==> config.mk <==
export PLATFORM = sky130hd
export DESIGN_NAME = arb_mux
export DESIGN_NICKNAME = d
export VERILOG_FILES = /design/src/rtl/lc3b_pkg.sv /design/src/rtl/arb_mux_rr_pick.sv /design/src/rtl/arb_mux.sv
export SDC_FILE = /design/constraint.sdc
export NUM_CORES = 1
export LEC_CHECK = 0
export CORE_ASPECT_RATIO = 1.25
export CORE_UTILIZATION = 25
export DETAILED_ROUTE_END_ITERATION = 10
export PLACE_DENSITY = 0.56
export SLEW_MARGIN = 25
export SYNTH_ARGS = -nofsm -noshare
export SYNTH_HDL_FRONTEND = slang
export SYNTH_SLANG_ARGS = --single-unit
==> constraint.sdc <==
create_clock -name clk -period 1.5 [get_ports clk]
set_input_delay 0.225 -clock clk [delete_from_list [all_inputs] [get_ports clk]]
set_output_delay 0.225 -clock clk [all_outputs]
set_load 0.05 [all_outputs]
==> src/rtl/lc3b_pkg.sv <==
// Shared types and helpers for the datapath bus arbiter/multiplexer.
package lc3b_pkg;

  // Arbiter FSM encoding.
  typedef enum logic {
    ST_IDLE  = 1'b0,
    ST_OWNED = 1'b1
  } state_e;

  // Ceiling log2; returns 0 for values of 0 or 1.
  function automatic int unsigned clog2(input int unsigned value);
    int unsigned result;
    result = 0;
    if (value > 1) begin
      for (int unsigned v = value - 1; v > 0; v = v >> 1) begin
        result++;
      end
    end
    return result;
  endfunction

  // Channel index width; a single channel still gets a 1-bit index.
  function automatic int unsigned sel_width(input int unsigned n);
    return (n > 1) ? clog2(n) : 1;
  endfunction

endpackage

==> src/rtl/arb_mux_rr_pick.sv <==
// Combinational winner picker: round-robin from ptr, or fixed priority from index 0.
module rr_pick
  import lc3b_pkg::*;
#(
  parameter int unsigned N     = 3,
  parameter int unsigned SEL_W = sel_width(N)
) (
  input  logic [N-1:0]     req,
  input  logic [SEL_W-1:0] ptr,
  input  logic             rr,
  output logic [N-1:0]     win,
  output logic [SEL_W-1:0] index
);

  logic        found;
  int unsigned start;

  // Two passes give an upward search from start with wrap, without a modulo.
  always_comb begin
    win   = '0;
    index = '0;
    found = 1'b0;
    start = rr ? 32'(ptr) : 32'd0;
    for (int unsigned i = 0; i < N; i++) begin
      if (!found && req[i] && (i >= start)) begin
        found  = 1'b1;
        win[i] = 1'b1;
        index  = SEL_W'(i);
      end
    end
    for (int unsigned i = 0; i < N; i++) begin
      if (!found && req[i] && (i < start)) begin
        found  = 1'b1;
        win[i] = 1'b1;
        index  = SEL_W'(i);
      end
    end
  end

endmodule

==> src/rtl/arb_mux.sv <==
// Registered N-way word multiplexer with internal arbitration and multi-word bus ownership.
module arb_mux
  import lc3b_pkg::*;
#(
  parameter int unsigned  WIDTH = 16,
  parameter int unsigned  N     = 3,
  parameter int unsigned  RR    = 1,
  localparam int unsigned SEL_W = sel_width(N)
) (
  input  logic               clk,
  input  logic               rst_n,
  input  logic [N-1:0]       req,
  input  logic [N*WIDTH-1:0] in_data,
  input  logic [N-1:0]       in_last,
  output logic [N-1:0]       in_ready,
  output logic [N-1:0]       gnt,
  output logic               out_valid,
  output logic [WIDTH-1:0]   out_data,
  output logic [SEL_W-1:0]   out_sel,
  output logic               out_last,
  input  logic               out_ready
);

  state_e             state_q;
  logic [N-1:0]       gnt_q;
  logic [SEL_W-1:0]   owner_q;
  logic [SEL_W-1:0]   rr_ptr_q;
  logic               out_valid_q;
  logic [WIDTH-1:0]   out_data_q;
  logic [SEL_W-1:0]   out_sel_q;
  logic               out_last_q;

  logic               space;
  logic               accept;
  logic [N-1:0]       win;
  logic [SEL_W-1:0]   win_idx;
  logic [WIDTH-1:0]   sel_data;
  logic               sel_last;
  logic [SEL_W-1:0]   rr_next;

  rr_pick #(
    .N     (N),
    .SEL_W (SEL_W)
  ) u_pick (
    .req   (req),
    .ptr   (rr_ptr_q),
    .rr    (RR != 0),
    .win   (win),
    .index (win_idx)
  );

  // Handshake: only the owner sees ready, and only when the output slot can take a word.
  always_comb begin
    space    = !out_valid_q | out_ready;
    in_ready = gnt_q & {N{space}};
    accept   = |(req & in_ready);
  end

  // Owner's word and last flag, selected by the one-hot grant.
  always_comb begin
    sel_data = '0;
    sel_last = 1'b0;
    for (int unsigned i = 0; i < N; i++) begin
      if (gnt_q[i]) begin
        sel_data = in_data[i*WIDTH +: WIDTH];
        sel_last = in_last[i];
      end
    end
  end

  // Round-robin pointer for the channel after the current owner.
  always_comb begin
    if (32'(owner_q) == N - 1) begin
      rr_next = '0;
    end else begin
      rr_next = owner_q + 1'b1;
    end
  end

  // Arbitration FSM, grant, round-robin pointer and output register.
  always_ff @(posedge clk or negedge rst_n) begin
    if (!rst_n) begin
      state_q     <= ST_IDLE;
      gnt_q       <= '0;
      owner_q     <= '0;
      rr_ptr_q    <= '0;
      out_valid_q <= 1'b0;
      out_data_q  <= '0;
      out_sel_q   <= '0;
      out_last_q  <= 1'b0;
    end else begin
      unique case (state_q)
        ST_IDLE: begin
          if (|req) begin
            gnt_q   <= win;
            owner_q <= win_idx;
            state_q <= ST_OWNED;
          end
        end
        ST_OWNED: begin
          // Ownership persists across req gaps until the last word is accepted.
          if (accept && sel_last) begin
            gnt_q   <= '0;
            state_q <= ST_IDLE;
            if (RR != 0) begin
              rr_ptr_q <= rr_next;
            end
          end
        end
        default: begin
          state_q <= ST_IDLE;
          gnt_q   <= '0;
        end
      endcase

      out_valid_q <= accept | (out_valid_q & !out_ready);
      if (accept) begin
        out_data_q <= sel_data;
        out_sel_q  <= owner_q;
        out_last_q <= sel_last;
      end
    end
  end

  assign gnt       = gnt_q;
  assign out_valid = out_valid_q;
  assign out_data  = out_data_q;
  assign out_sel   = out_sel_q;
  assign out_last  = out_last_q;

endmodule

==> metrics, run 1 <==
Final Hold Viols 0; # DRC 6; antenna violations before repair 0; maxcap violations 0; Util after Layout 0.478; Yosys top cell area share 0.466; drt wl/cell 14.8 um; Die H about 89 um; CTS Buf Count 3; boundary pin count between 80 and 90; Final Max Slew Viols 0; # fillers approximately 550; top cells by area in the synthesized netlist dfrtp_1 (47%), mux2_2 (13%), a22oi_1 (7.5%); share of layout cells above drive strength 1 0.344; CTS tree done; main combinational cell family by area after synthesis compound AO/OA/AOI/OAI gates; GRT overflow 0; initial detailed-routing violation count 55; vias per inst roughly 4.7; crit-path max FO 5; core area slightly below 0.006 mm2; CTS max path bufs 2; failing checks DRC, setup timing; Avg Cell Area, Syn 10.0 um2; Fmax a little over 0.6 GHz; placed inst area between 0.002 and 0.003 mm2; Placer Congestion roughly 0.81; RSZ-0062 raised after global routing true; detailed placer's ending HPWL 3.28 mm; Die ar. between 0.006 and 0.007 mm2; CTS Sinks 28; vias in the first global route 1482; yosys warns 0; Routed Antenna Nets 0; leak pwr 1.22 nW; DRT Wirelength roughly 4.7 mm; Post-Synth Simple-Gate Area 0.143; initial core utilization 0.260; Post-Synthesis Cells 150; Yosys top cell by area dfrtp_1; fin crit share 1.07; flops & latches, synth 28; relative slew slack 0.690; Hold Slack roughly 330 ps; cell area power density between 1500 and 2000 mW/mm2; min cycle time layout 1610 ps; row cnt 31; fin nets 308; worst-skew pair later-pin latency ~270 ps; r2r startpoint gnt[1]; Layout Cells excl Fill ~320; outcome finished with violations; clock slew at reported path FFs ~90 ps; endpoint class of the critical path flop; Setup Crit Path Kind reg2reg; maximum VDD drop 0.000771 V; HP Class in2async; first-pass GRT wire length ~7.3 mm; post-route cell area 0.00276 mm2; Power, Total ~5.5 mW; Die X just over 70 um; placed cell count just over 300; Root Driver clkbuf_8; Synth Cell Area ~0.0015 mm2; Antenna diodes 0; type of origin of the critical path flop; sequential element share of the synthesized area 0.466; Compound-Gate Fraction of Synth Area 0.197; reg-to-reg endpoint rr_ptr_q[0]; Synthesized Nets 207; Post-Synth Adder-Cell Area 0; Overall Global Routing Usage 0.151; largest net degree at the start of global routing 29; WP data required between 1500 and 2000 ps; htree depth 1; clock skew ~3.9 ps; first-pass iteration count of the detailed router 7; Unique masters post-synth 28; post-synthesis mux area share 0.147; Layout area overhead 83.7%; worst reg2reg path depth 5; xor/xnor share of the synthesized area 0; slew at the pin with the worst max-slew slack 463 ps; number of port buffers between 80 and 90; routed via count 1494; # setup viols final 21; final worst setup slack -109 ps; FF-to-FF setup slack -110 ps; data arrival time of the critical path between 1500 and 2000 ps
worst max-delay path, stage by stage, from the launching register on:
cell and delay, ps:
dfrtp_2 440, buf_8 130, nand3b_1 160, a22o_1 250, nor3_4 200, mux2_4 320
per-layer routing:
layer	global-route usage	share of wire	routed length, um	up-vias
li1	-	-	-	739
met1	0.171	0.40	1870	708
met2	0.293	0.54	2550	45
met3	0.0159	0.050	234	2
met4	0.0545	0.0085	40	0
met5	0	0	0	-
state kept, by name, summed over array words and instances (netlist names):
signal / flops
rr_ptr_q: 2
out_last: 1
gnt: 3
owner_q: 2
state_q: 1
out_data: 16
out_sel: 2
out_valid: 1
cell type report:
cell class                 instances  area, um2  area share
clock buffer                       3       41.3      0.0149
clock inverter                     1       30.0      0.0109
inverter                           3       11.3     0.00408
multi-input combinational        110        776       0.281
sequential                        28        706       0.255
tap                               66       82.6      0.0299
timing repair buffer             105       1120       0.404
power breakdown:
part / total (mW) / switching (mW) / internal (mW)
sequential: 1.27 / 0.207 / 1.07
combinational: 3.60 / 1.97 / 1.64
clock: 0.593 / 0.236 / 0.357
total: 5.47 / 2.41 / 3.06
layout by cell type (no fill, tap or decap), types with 2 or more instances in the layout:
cell,n
clkdlybuf4s50_1,55
buf_4,32
nand2_1,26
dfrtp_1,24
o21ai_0,17
a22oi_1,15
mux2_2,14
buf_12,11
a21oi_1,5
mux2_4,5
dfrtp_2,4
inv_1,3
clkbuf_8,3
buf_6,3
and2_4,2
nor2_1,2
and2b_1,2
nand3b_1,2
nand2_2,2
buf_8,2
synth_stat cells:
master and instances:
nand2_1 28, inv_1 3, a21oi_1 5, nand2b_1 2, a22oi_1 15, mux2_2 17
a222oi_1 1, and2_1 3, and2b_1 2, o2111ai_1 1, o21ai_0 19, nor2_1 2
o22ai_1 1, dfrtp_1 28, a21o_1 1, nor2b_1 2, nor2_2 1, nor3_4 1
mux2_4 2, or2_1 1, buf_6 3, a31oi_1 1, clkbuf_1 4, o32ai_1 1
nand3b_1 2, buf_2 2, a22o_1 1, o211ai_1 1
metrics by stage:
step,setup WS [ps],TNS (ps)
6_report,-109,-1450
5_1_grt,-183,-3120
4_1_cts,-94.6,-1230
3_5_place_dp,-736,-15570
3_3_place_gp,-691,-15110
2_1_floorplan,-285,-3600
kinds of logic after synthesis:
family	after synthesis
AOI/OAI and AO/OA	47
buffers and inverters	12
DFF	28
muxes	19
and+or+nand+nor	44
how the worst max path moves through the flow:
stage,from,end,slack [ps],depth (start not counted)
floorplan,gnt[2],rr_ptr_q[0],-290,6
global placement,req[0],out_data[6],-690,5
detailed placement,req[0],out_data[3],-740,5
CTS,gnt[1],rr_ptr_q[0],-90,5
global route,gnt[1],rr_ptr_q[0],-180,5
finish,gnt[1],rr_ptr_q[0],-110,5
repair_timing:
| action | 4_1_cts | 5_1_grt |
|---|---|---|
| setup endpoints to repair | 28 | 23 |
| hold buffers | 0 | 0 |
| pin swaps | 5 | 4 |
| buffers inserted | 6 | 5 |
| gates cloned | 1 | 0 |
| resized for setup | 14 | 10 |
Note: power is estimated with default switching activity, not from simulation.
==> inputs of run 2 (changes only) <==
- SLEW_MARGIN: 25 -> 30
==> results of run 2 <==
Same layout as run 1: the final DEF is identical, and so are final timing and power.
==> variant (flow settings as in run 1) <==
`RR`: 1 -> 0.
--- a/src/rtl/arb_mux.sv
+++ b/src/rtl/arb_mux.sv
@@ -4,7 +4,7 @@
 #(
   parameter int unsigned  WIDTH = 16,
   parameter int unsigned  N     = 3,
-  parameter int unsigned  RR    = 1,
+  parameter int unsigned  RR    = 0,
   localparam int unsigned SEL_W = sel_width(N)
 ) (
   input  logic               clk,
Formal check against the unedited RTL: not equivalent (a bounded check fails within 4 cycles, from zero or initial values and one cycle with rst_n low).
==> variant against run 1 <==
The flow finishes with violations (setup timing). Hold slack worse by 6.4 ps. Worst setup slack gained 57 ps. Routed wire length decreased by 11%. Final area decreased by 8.0%. Sequential cell count shrank 2. Area after synthesis fell by 9.7%. Combinational power decreased by 3%. Power fell by 6.8%. Critical endpoint is now out_data[12]$_DFFE_PN0P_. Largest power group unchanged.
==> variant: results (changes against run 1) <==
** Routing
- First-pass DRT Iterations :: 4 (-3)
- The routed length per instance was 14.0 um (-5.8%).
- The average via count per standard cell is 4.69 (-0.77%).

** Status
- Status :: finished, violations left
- The final reports fail on setup timing.

** Timing
- The number of endpoints failing setup at the final stage was 20 (-4.8%).
- Worst relative slew slack :: 76.8% (+7.8 points)
- The setup slack after layout was -51.6 ps (+56.9 ps).
- Max Clock Skew :: 2.78 ps (-1.10 ps)

** Place
- Half-perimeter wire length of the detailed placement result :: 3080 um (-5.9%)
- Worst setup timing slack at the placement stage :: -319 ps (+417 ps)
- Final Wtd Congestion :: 0.745 (-8.2%)
- The post-placement cell area came to 0.00238 sq mm (-6.0%).

** Yosys
- Sorting the synthesized cells by area gives the leading types as sky130_fd_sc_hd__dfrtp_1 48%, sky130_fd_sc_hd__mux2_2 15%, sky130_fd_sc_hd__a22oi_1 8.8%, sky130_fd_sc_hd__o21ai_0 7.0%, sky130_fd_sc_hd__nand2_1 5.8%.
- The number of nets in the synthesized netlist came to 196 (-5.3%).
- The number of library cell types mapped by synthesis is 23 (-18%).
- Most frequent cells after synthesis :: 26 x sky130_fd_sc_hd__dfrtp_1, 21 x sky130_fd_sc_hd__nand2_1, 19 x sky130_fd_sc_hd__o21ai_0
- The synthesized-area fraction occupied by ao, oa, aoi and oai cells is 21.8% (+2.1 points).
- The sequential element share of the synthesized area came to 47.9% (+1.3 points).
- XOR/XNOR Fraction of Synth Area :: 0% (unchanged)

** Power and ir drop
- Internal cell power :: 2.73 mW (-11%)
- The maximum VDD drop is 0.999 mV (+30%).
- Leakage dissipation :: 1.09 nW (-10%)

** Critical path
- The highest net fanout along the worst path is 6 (+1).

** Global routing
- Vias in the first global route :: 1450 (-2.2%)
- Global-route usage over all layers :: 15.3% (+0.15 points)
- Global-route wire length before repair :: 6700 um (-7.7%)
- Maximum number of pins on one net before global-route repair :: 27 (-6.9%)

** Final layout
- Share of final-layout standard cells stronger than drive strength 1 :: 35.2% (+0.77 points)
- The layout net count is 294 (-4.5%).
-- variant: final cells by class --
class,instances,area [sq um]
Sequential cell,26,654
Clock buffer,4,45.0
Inverter,3,11.3
Fill cell,497,2610
Multi-Input combinational cell,100,717
Timing Repair Buffer,103,1040
Tap cell,62,77.6
-- variant: power by group through the flow --
| stage | registers [mW] | logic (mW) | clock network [mW] |
|---|---|---|---|
| after global routing | 1.24 | 3.71 | 0.470 |
| after floorplan | 2.17 | 1.04 | 0 |
| final | 1.20 | 3.49 | 0.411 |
| after global placement | 1.21 | 3.26 | 0 |
| after CTS | 1.20 | 3.44 | 0.422 |
| after detailed placement | 1.21 | 3.28 | 0 |
-- variant: worst paths after layout --
path,slack (ps),to,cells after the start,from
max reg2reg,-50,out_data[12]$_DFFE_PN0P_,5,gnt[1]$_DFFE_PN0P_
min in group clk,510,out_data[2]$_DFFE_PN0P_,1,out_data[2]$_DFFE_PN0P_
max,-50,out_data[12]$_DFFE_PN0P_,5,gnt[1]$_DFFE_PN0P_
min,320,out_data[4]$_DFFE_PN0P_,2,rst_n
max in group asynchronous,890,gnt[2]$_DFFE_PN0P_,2,rst_n
min reg2reg,510,out_data[2]$_DFFE_PN0P_,1,out_data[2]$_DFFE_PN0P_
-- variant: kinds of logic after synthesis --
group,count (synthesis)
AO/OA/AOI/OAI,47
buffers and inverters,13
flip-flops,26
multiplexers,18
AND/OR/NAND/NOR,35
-- variant: repair_timing --
item                       CTS  global route
gates resized for setup     12             8
hold endpoints to repair     0             0
setup endpoints to repair   24            25
gates cloned                 0             0
pin swaps                    1             0
setup buffers                2             2
-- variant: metrics by stage --
stage | cells | hold slack [ps] | TNS, ps | power (mW)
global placement | 290 | 490 | -6460 | 4.47
finish | 298 | 324 | -710 | 5.10
CTS | 296 | 343 | -358 | 5.06
floorplan | 139 | -70.6 | -5760 | 3.21
global route | 298 | 350 | -2040 | 5.43
detailed placement | 290 | 496 | -6750 | 4.49
-- variant: routing by layer --
layer / part of all wire [%] / track usage (%)
met4: 0.46 / 3.22
met1: 44 / 18.7
met2: 47 / 26.6
met3: 9.0 / 3.53
met5: 0 / 0
